--- config.mk ---
export PLATFORM = sky130hd
export DESIGN_NAME = load_store_unit_flat
export DESIGN_NICKNAME = d
export VERILOG_FILES = /design/src/rtl/load_store_unit_if.sv /design/src/rtl/load_store_unit.sv /design/src/flat_wrapper.sv
export SDC_FILE = /design/constraint.sdc
export NUM_CORES = 1
export LEC_CHECK = 0
export ABC_AREA = 0
export CAP_MARGIN = 20
export CORE_MARGIN = 10
export CORE_UTILIZATION = 50
export CTS_CLUSTER_DIAMETER = 150
export DETAILED_ROUTE_END_ITERATION = 12
export PLACE_DENSITY = 0.82
export SLEW_MARGIN = 5
export SYNTH_ARGS = -nofsm -noshare
export SYNTH_HDL_FRONTEND = slang
export SYNTH_SLANG_ARGS = --single-unit
--- constraint.sdc ---
create_clock -name clk -period 5.75 [get_ports clk]
set_input_delay 1.725 -clock clk [delete_from_list [all_inputs] [get_ports clk]]
set_output_delay 1.725 -clock clk [all_outputs]
set_load 0.01 [all_outputs]
--- src/rtl/load_store_unit_if.sv ---
// Request/response and data_memory signals of the load/store unit.
// slave : the load/store unit's view (accepts requests, drives the memory port).
// master: the pipeline/memory side (issues requests, supplies mem_read_data).
interface load_store_unit_if #(
    parameter int DATA_W = 32
);
    logic              req_valid;
    logic              req_ready;
    logic              req_we;
    logic [1:0]        req_size;
    logic              req_unsigned;
    logic [31:0]       req_addr;
    logic [DATA_W-1:0] req_wdata;

    logic              resp_valid;
    logic [DATA_W-1:0] resp_rdata;
    logic              resp_err;

    logic [31:0]       mem_address;
    logic [DATA_W-1:0] mem_write_data;
    logic              mem_write;
    logic [DATA_W-1:0] mem_read_data;

    modport slave (
        input  req_valid, req_we, req_size, req_unsigned, req_addr, req_wdata,
        input  mem_read_data,
        output req_ready, resp_valid, resp_rdata, resp_err,
        output mem_address, mem_write_data, mem_write
    );

    modport master (
        output req_valid, req_we, req_size, req_unsigned, req_addr, req_wdata,
        output mem_read_data,
        input  req_ready, resp_valid, resp_rdata, resp_err,
        input  mem_address, mem_write_data, mem_write
    );
endinterface

--- src/rtl/load_store_unit.sv ---
// MEM-stage load/store sequencer in front of a word memory with combinational
// read and posedge write. Sub-word stores are read-modify-write.
// Optional feature macro: ALIGN_CHECK_EN
//   defined   -> misaligned half/word accesses return resp_err, no write
//   undefined -> low address bits are forced to natural alignment
//
// state  | meaning
// IDLE   | ready for a request
// ACCESS | memory addressed; load captured, SW written, or merge word built
// WRITE  | merged word for SH/SB written
// RESP   | one-cycle response
module load_store_unit #(
    parameter int DEPTH_WORDS = 256,
    parameter int DATA_W      = 32
) (
    input  logic            clk,
    input  logic            reset,
    load_store_unit_if.slave bus
);

    typedef enum logic [1:0] {IDLE, ACCESS, WRITE, RESP} state_t;

    localparam logic [29:0] DEPTH_IDX = 30'(DEPTH_WORDS);

    state_t            state;
    state_t            state_nxt;

    logic              we_q;
    logic [1:0]        size_q;
    logic              uns_q;
    logic [31:0]       addr_q;
    logic [DATA_W-1:0] wdata_q;
    logic [DATA_W-1:0] merged_q;
    logic [DATA_W-1:0] rdata_q;
    logic              err_q;

    logic              acc_err;
    logic [1:0]        lane_off;
    logic [7:0]        lane_byte;
    logic [15:0]       lane_half;
    logic [DATA_W-1:0] load_ext;
    logic [DATA_W-1:0] merged_word;

    logic              req_ready;
    logic              resp_valid;
    logic [DATA_W-1:0] resp_rdata;
    logic              resp_err;
    logic [31:0]       mem_address;
    logic [DATA_W-1:0] mem_write_data;
    logic              mem_write;

    // Error detection and effective byte lane for the latched request.
    always_comb begin
        acc_err = (addr_q[31:2] >= DEPTH_IDX) || (size_q == 2'b11);
`ifdef ALIGN_CHECK_EN
        if ((size_q == 2'b01 && addr_q[0]) || (size_q == 2'b10 && addr_q[1:0] != 2'b00))
            acc_err = 1'b1;
        lane_off = addr_q[1:0];
`else
        case (size_q)
            2'b01:   lane_off = {addr_q[1], 1'b0};
            2'b10:   lane_off = 2'b00;
            default: lane_off = addr_q[1:0];
        endcase
`endif
    end

    // Lane extraction, load extension and store merge from the current read word.
    always_comb begin
        case (lane_off)
            2'd0:    lane_byte = bus.mem_read_data[7:0];
            2'd1:    lane_byte = bus.mem_read_data[15:8];
            2'd2:    lane_byte = bus.mem_read_data[23:16];
            default: lane_byte = bus.mem_read_data[31:24];
        endcase
        lane_half = lane_off[1] ? bus.mem_read_data[31:16] : bus.mem_read_data[15:0];

        case (size_q)
            2'b00:   load_ext = {{24{~uns_q & lane_byte[7]}}, lane_byte};
            2'b01:   load_ext = {{16{~uns_q & lane_half[15]}}, lane_half};
            default: load_ext = bus.mem_read_data;
        endcase

        merged_word = bus.mem_read_data;
        if (size_q == 2'b00) begin
            case (lane_off)
                2'd0:    merged_word[7:0]   = wdata_q[7:0];
                2'd1:    merged_word[15:8]  = wdata_q[7:0];
                2'd2:    merged_word[23:16] = wdata_q[7:0];
                default: merged_word[31:24] = wdata_q[7:0];
            endcase
        end else if (size_q == 2'b01) begin
            if (lane_off[1])
                merged_word[31:16] = wdata_q[15:0];
            else
                merged_word[15:0]  = wdata_q[15:0];
        end
    end

    // State register; reset aborts any request in flight.
    always_ff @(posedge clk or posedge reset) begin
        if (reset)
            state <= IDLE;
        else
            state <= state_nxt;
    end

    // Next-state and memory/response outputs.
    always_comb begin
        state_nxt      = state;
        req_ready      = 1'b0;
        resp_valid     = 1'b0;
        resp_rdata     = '0;
        resp_err       = 1'b0;
        mem_address    = '0;
        mem_write_data = '0;
        mem_write      = 1'b0;
        case (state)
            IDLE: begin
                req_ready = 1'b1;
                if (bus.req_valid)
                    state_nxt = ACCESS;
            end
            ACCESS: begin
                mem_address = {2'b00, addr_q[31:2]};
                if (acc_err || !we_q) begin
                    state_nxt = RESP;
                end else if (size_q == 2'b10) begin
                    mem_write      = 1'b1;
                    mem_write_data = wdata_q;
                    state_nxt      = RESP;
                end else begin
                    state_nxt = WRITE;
                end
            end
            WRITE: begin
                mem_address    = {2'b00, addr_q[31:2]};
                mem_write      = 1'b1;
                mem_write_data = merged_q;
                state_nxt      = RESP;
            end
            RESP: begin
                resp_valid = 1'b1;
                resp_rdata = rdata_q;
                resp_err   = err_q;
                state_nxt  = IDLE;
            end
            default: state_nxt = IDLE;
        endcase
    end

    // Request latch on accept; load result, error and merge word captured in ACCESS.
    always_ff @(posedge clk or posedge reset) begin
        if (reset) begin
            we_q     <= 1'b0;
            size_q   <= 2'b00;
            uns_q    <= 1'b0;
            addr_q   <= '0;
            wdata_q  <= '0;
            merged_q <= '0;
            rdata_q  <= '0;
            err_q    <= 1'b0;
        end else if (state == IDLE && bus.req_valid) begin
            we_q    <= bus.req_we;
            size_q  <= bus.req_size;
            uns_q   <= bus.req_unsigned;
            addr_q  <= bus.req_addr;
            wdata_q <= bus.req_wdata;
        end else if (state == ACCESS) begin
            err_q    <= acc_err;
            rdata_q  <= (acc_err || we_q) ? '0 : load_ext;
            merged_q <= merged_word;
        end
    end

    assign bus.req_ready      = req_ready;
    assign bus.resp_valid     = resp_valid;
    assign bus.resp_rdata     = resp_rdata;
    assign bus.resp_err       = resp_err;
    assign bus.mem_address    = mem_address;
    assign bus.mem_write_data = mem_write_data;
    assign bus.mem_write      = mem_write;

endmodule

--- src/flat_wrapper.sv ---
// flat-port wrapper written by rule: the top's interface ports become plain ports
module load_store_unit_flat 
#(
    parameter int DEPTH_WORDS = 256,
    parameter int DATA_W      = 32
)
  (clk, reset, bus_req_valid, bus_req_we, bus_req_size, bus_req_unsigned, bus_req_addr, bus_req_wdata, bus_mem_read_data, bus_req_ready, bus_resp_valid, bus_resp_rdata, bus_resp_err, bus_mem_address, bus_mem_write_data, bus_mem_write);
  load_store_unit_if #(.DATA_W(DATA_W)) bus_i ();
  input  logic clk;
  input  logic reset;
  input wire logic [$bits(bus_i.req_valid)-1:0] bus_req_valid;
  input wire logic [$bits(bus_i.req_we)-1:0] bus_req_we;
  input wire logic [$bits(bus_i.req_size)-1:0] bus_req_size;
  input wire logic [$bits(bus_i.req_unsigned)-1:0] bus_req_unsigned;
  input wire logic [$bits(bus_i.req_addr)-1:0] bus_req_addr;
  input wire logic [$bits(bus_i.req_wdata)-1:0] bus_req_wdata;
  input wire logic [$bits(bus_i.mem_read_data)-1:0] bus_mem_read_data;
  output wire logic [$bits(bus_i.req_ready)-1:0] bus_req_ready;
  output wire logic [$bits(bus_i.resp_valid)-1:0] bus_resp_valid;
  output wire logic [$bits(bus_i.resp_rdata)-1:0] bus_resp_rdata;
  output wire logic [$bits(bus_i.resp_err)-1:0] bus_resp_err;
  output wire logic [$bits(bus_i.mem_address)-1:0] bus_mem_address;
  output wire logic [$bits(bus_i.mem_write_data)-1:0] bus_mem_write_data;
  output wire logic [$bits(bus_i.mem_write)-1:0] bus_mem_write;
  assign bus_i.req_valid = bus_req_valid;
  assign bus_i.req_we = bus_req_we;
  assign bus_i.req_size = bus_req_size;
  assign bus_i.req_unsigned = bus_req_unsigned;
  assign bus_i.req_addr = bus_req_addr;
  assign bus_i.req_wdata = bus_req_wdata;
  assign bus_i.mem_read_data = bus_mem_read_data;
  assign bus_req_ready = bus_i.req_ready;
  assign bus_resp_valid = bus_i.resp_valid;
  assign bus_resp_rdata = bus_i.resp_rdata;
  assign bus_resp_err = bus_i.resp_err;
  assign bus_mem_address = bus_i.mem_address;
  assign bus_mem_write_data = bus_i.mem_write_data;
  assign bus_mem_write = bus_i.mem_write;
  load_store_unit #(.DEPTH_WORDS(DEPTH_WORDS), .DATA_W(DATA_W)) u_core (.clk(clk), .reset(reset), .bus(bus_i));
endmodule
==> metrics.txt <==
Finished Layout Cells 1145; setup slack after layout 0.8190 ns; crit path DAT 3.21 ns; largest net degree at the start of global routing between 100 and 150; most frequent cells in the layout 200 x clkdlybuf4s50_1, 135 x dfrtp_1, 92 x mux2_2; total of fill cells in the finished design ~1200; Final Setup Violations 0; Critical-path top delay cell ha_1; dpl hpwl 17100 µm; first-pass GRT wire length between 30000 and 40000 µm; cts hold-fix bufs 0; Die X between 100 and 150 µm; CTS Buffer Depth 2; antenna cells 0; FP Rows 45; critical path, cell by cell inv_1, ha_1, and2_1, buf_4, a22o_1, clkdlybuf4s50_1; Clock transition at path regs approximately 0.060 ns; VDD IR max between 0.3 and 0.4 mV; pwr dens 570.6 mW/mm²; minimum clock period 4.931 ns; TritonCTS clock tree built; post-synthesis sequential area ratio 0.4348; Initial Utilization 0.5111; Die Ht roughly 140 µm; Tcrit/Tclk final 0.8576; post-layout util 0.6831; DRC 0; post-synthesis cell count between 700 and 800; layout cells sized above 1 0.1672; EDFF count, synth 0; First DRT Iteration DRCs 490; # resized after CTS 0; initial antenna violation count 0; CP endpoint kind primary output; #FFs+latches synth ~140; Worst-Margin Slew 1.082 ns; critical path class reg2out; DRT Pass-1 Iters 5; Worst Path Required between 4 and 5 ns; gpl congestion approximately 0.93; Yosys cell types 55; Antenna Nets Post-Route 0; synthesized area slightly below 0.008 mm²; core area about 0.015 mm²; die area approximately 0.021 mm²; Multi-input gate area just under 0.004 mm²; Sink Count about 140; dpl cells approximately 1100; HP Class reg2reg; CP delay by family, top buffers and inverters; Avg WL per Cell 20.99 µm; async set or reset register ratio after synthesis 1.000; Post-layout nets 1055; Lkg Pwr 4.271 nW; FF+latch area roughly 0.0034 mm²; Setup crit start kind flip-flop; clock root buffer clkbuf_16; Setup Slack @ Placement between 1 and 1.5 ns; final wirelength ~24000 µm; max cap viols 0; Critical Path Fanout Max 34; yosys synthesis warning count 0; Tot GR Track Use 0.2328; H-tree Lvls 4; PortBufs 200; post-DR vias/cell slightly below 6; io pins about 200; status completed; Fin. Hold Viols 0; Synth Area per Inst ~10 µm²; vias in the first global route just under 7000; Slew Viols, Final 0; commonest non-fill, non-tap cell in the layout clkdlybuf4s50_1; RSZ-0062 raised after global routing no; grt total ovfl 0; Rel. slew slack 0.2764; Setup Fix Bufs, Post-CTS 0; area grow syn2layout 33.66%; insertion delay to the later sink of the worst-skew pair 0.42 ns; TritonCTS Buffers 17; Layout Skew approximately 0.0081 ns; CP bufs+invs 3; Max Clk Rate 202.8 MHz; Sum Neg Setup Slack 0 ns; Top FF cell, synth dfrtp_1; vias about 6700; max incr delay on CP 0.82 ns
[cell families after synthesis]
| group | share of synthesized area |
|---|---|
| buf+inv | 0.05974 |
| other cells | 0.0004826 |
| compound gates | 0.1873 |
| fa+ha+maj | 0.01288 |
| flops | 0.4348 |
| mux | 0.1552 |
| simple gates | 0.1496 |
[state kept, by name, summed over array words and instances (netlist names)]
signal / count
u_core.rdata_q: 32
u_core.addr_q: 32
u_core.state: 2
u_core.we_q: 1
u_core.wdata_q: 32
u_core.err_q: 1
u_core.uns_q: 1
u_core.size_q: 2
u_core.merged_q: 32
[through the flow]
stage | instance area [µm²] | hold slack [ns] | total power, mW
2_1_floorplan | 7774 | 0.4706 | 3.687
3_3_place_gp | 9777 | 0.4796 | 4.742
5_1_grt | 10390 | 0.5190 | 6.346
4_1_cts | 10360 | 0.4998 | 5.915
3_5_place_dp | 9777 | 0.4855 | 4.803
6_report | 10390 | 0.4959 | 5.925
[where the power goes]
part / leakage (nW) / internal [mW] / switching (mW)
registers: 1.63 / 1.35 / 0.353
logic: 2.36 / 1.52 / 1.62
clock network: 0.280 / 0.612 / 0.465
[worst paths after layout]
kind / cells past startpoint / to / slack, ns / startpoint
max: 6 / bus_mem_write_data[10] / 0.82 / u_core.state[0]
min: 1 / u_core.addr_q[8] / 0.50 / u_core.addr_q[8]
max reg2reg: 8 / u_core.rdata_q[1] / 2.42 / u_core.size_q[1]
min reg2reg: 1 / u_core.addr_q[8] / 0.50 / u_core.addr_q[8]
max in group asynchronous: 3 / u_core.merged_q[9] / 3.07 / reset
min in group asynchronous: 2 / u_core.addr_q[7] / 1.77 / reset
[area by class of cell]
| cell class | instances | share of cell area |
|---|---|---|
| Inverter | 38 | 0.01422 |
| Multi-Input combinational cell | 542 | 0.3800 |
| Tap cell | 188 | 0.02265 |
| Sequential cell | 135 | 0.3253 |
| Clock inverter | 15 | 0.01494 |
| Clock buffer | 17 | 0.04096 |
| Timing Repair Buffer | 210 | 0.2019 |
[synthesized netlist by cell type (all sizes together), types with 8 or more instances]
master | number | area (µm²)
a21oi | 44 | 231.5
a221oi | 9 | 108.9
a22o | 32 | 280.3
a31oi | 21 | 131.4
and2 | 65 | 406.6
buf | 30 | 197.7
clkbuf | 33 | 123.9
dfrtp | 135 | 3378
ha | 8 | 100.1
inv | 37 | 138.9
mux2 | 92 | 1036
mux2i | 17 | 170.2
nand2 | 47 | 178.9
nand2b | 11 | 68.82
nor2 | 60 | 227.7
nor2b | 9 | 56.30
o211ai | 17 | 127.6
o21ai | 22 | 117.6
o221ai | 8 | 70.07
o22ai | 18 | 112.6
[metal layers]
metal | global-route usage | vias to the layer above | wire length, µm
met5 | 0 | - | 0
met4 | 0.1005 | 0 | 744
met3 | 0.08801 | 57 | 2683
met2 | 0.3585 | 323 | 11030
met1 | 0.2861 | 3184 | 9577
li1 | - | 3129 | -
No activity file was read; power rests on OpenSTA's default activity.
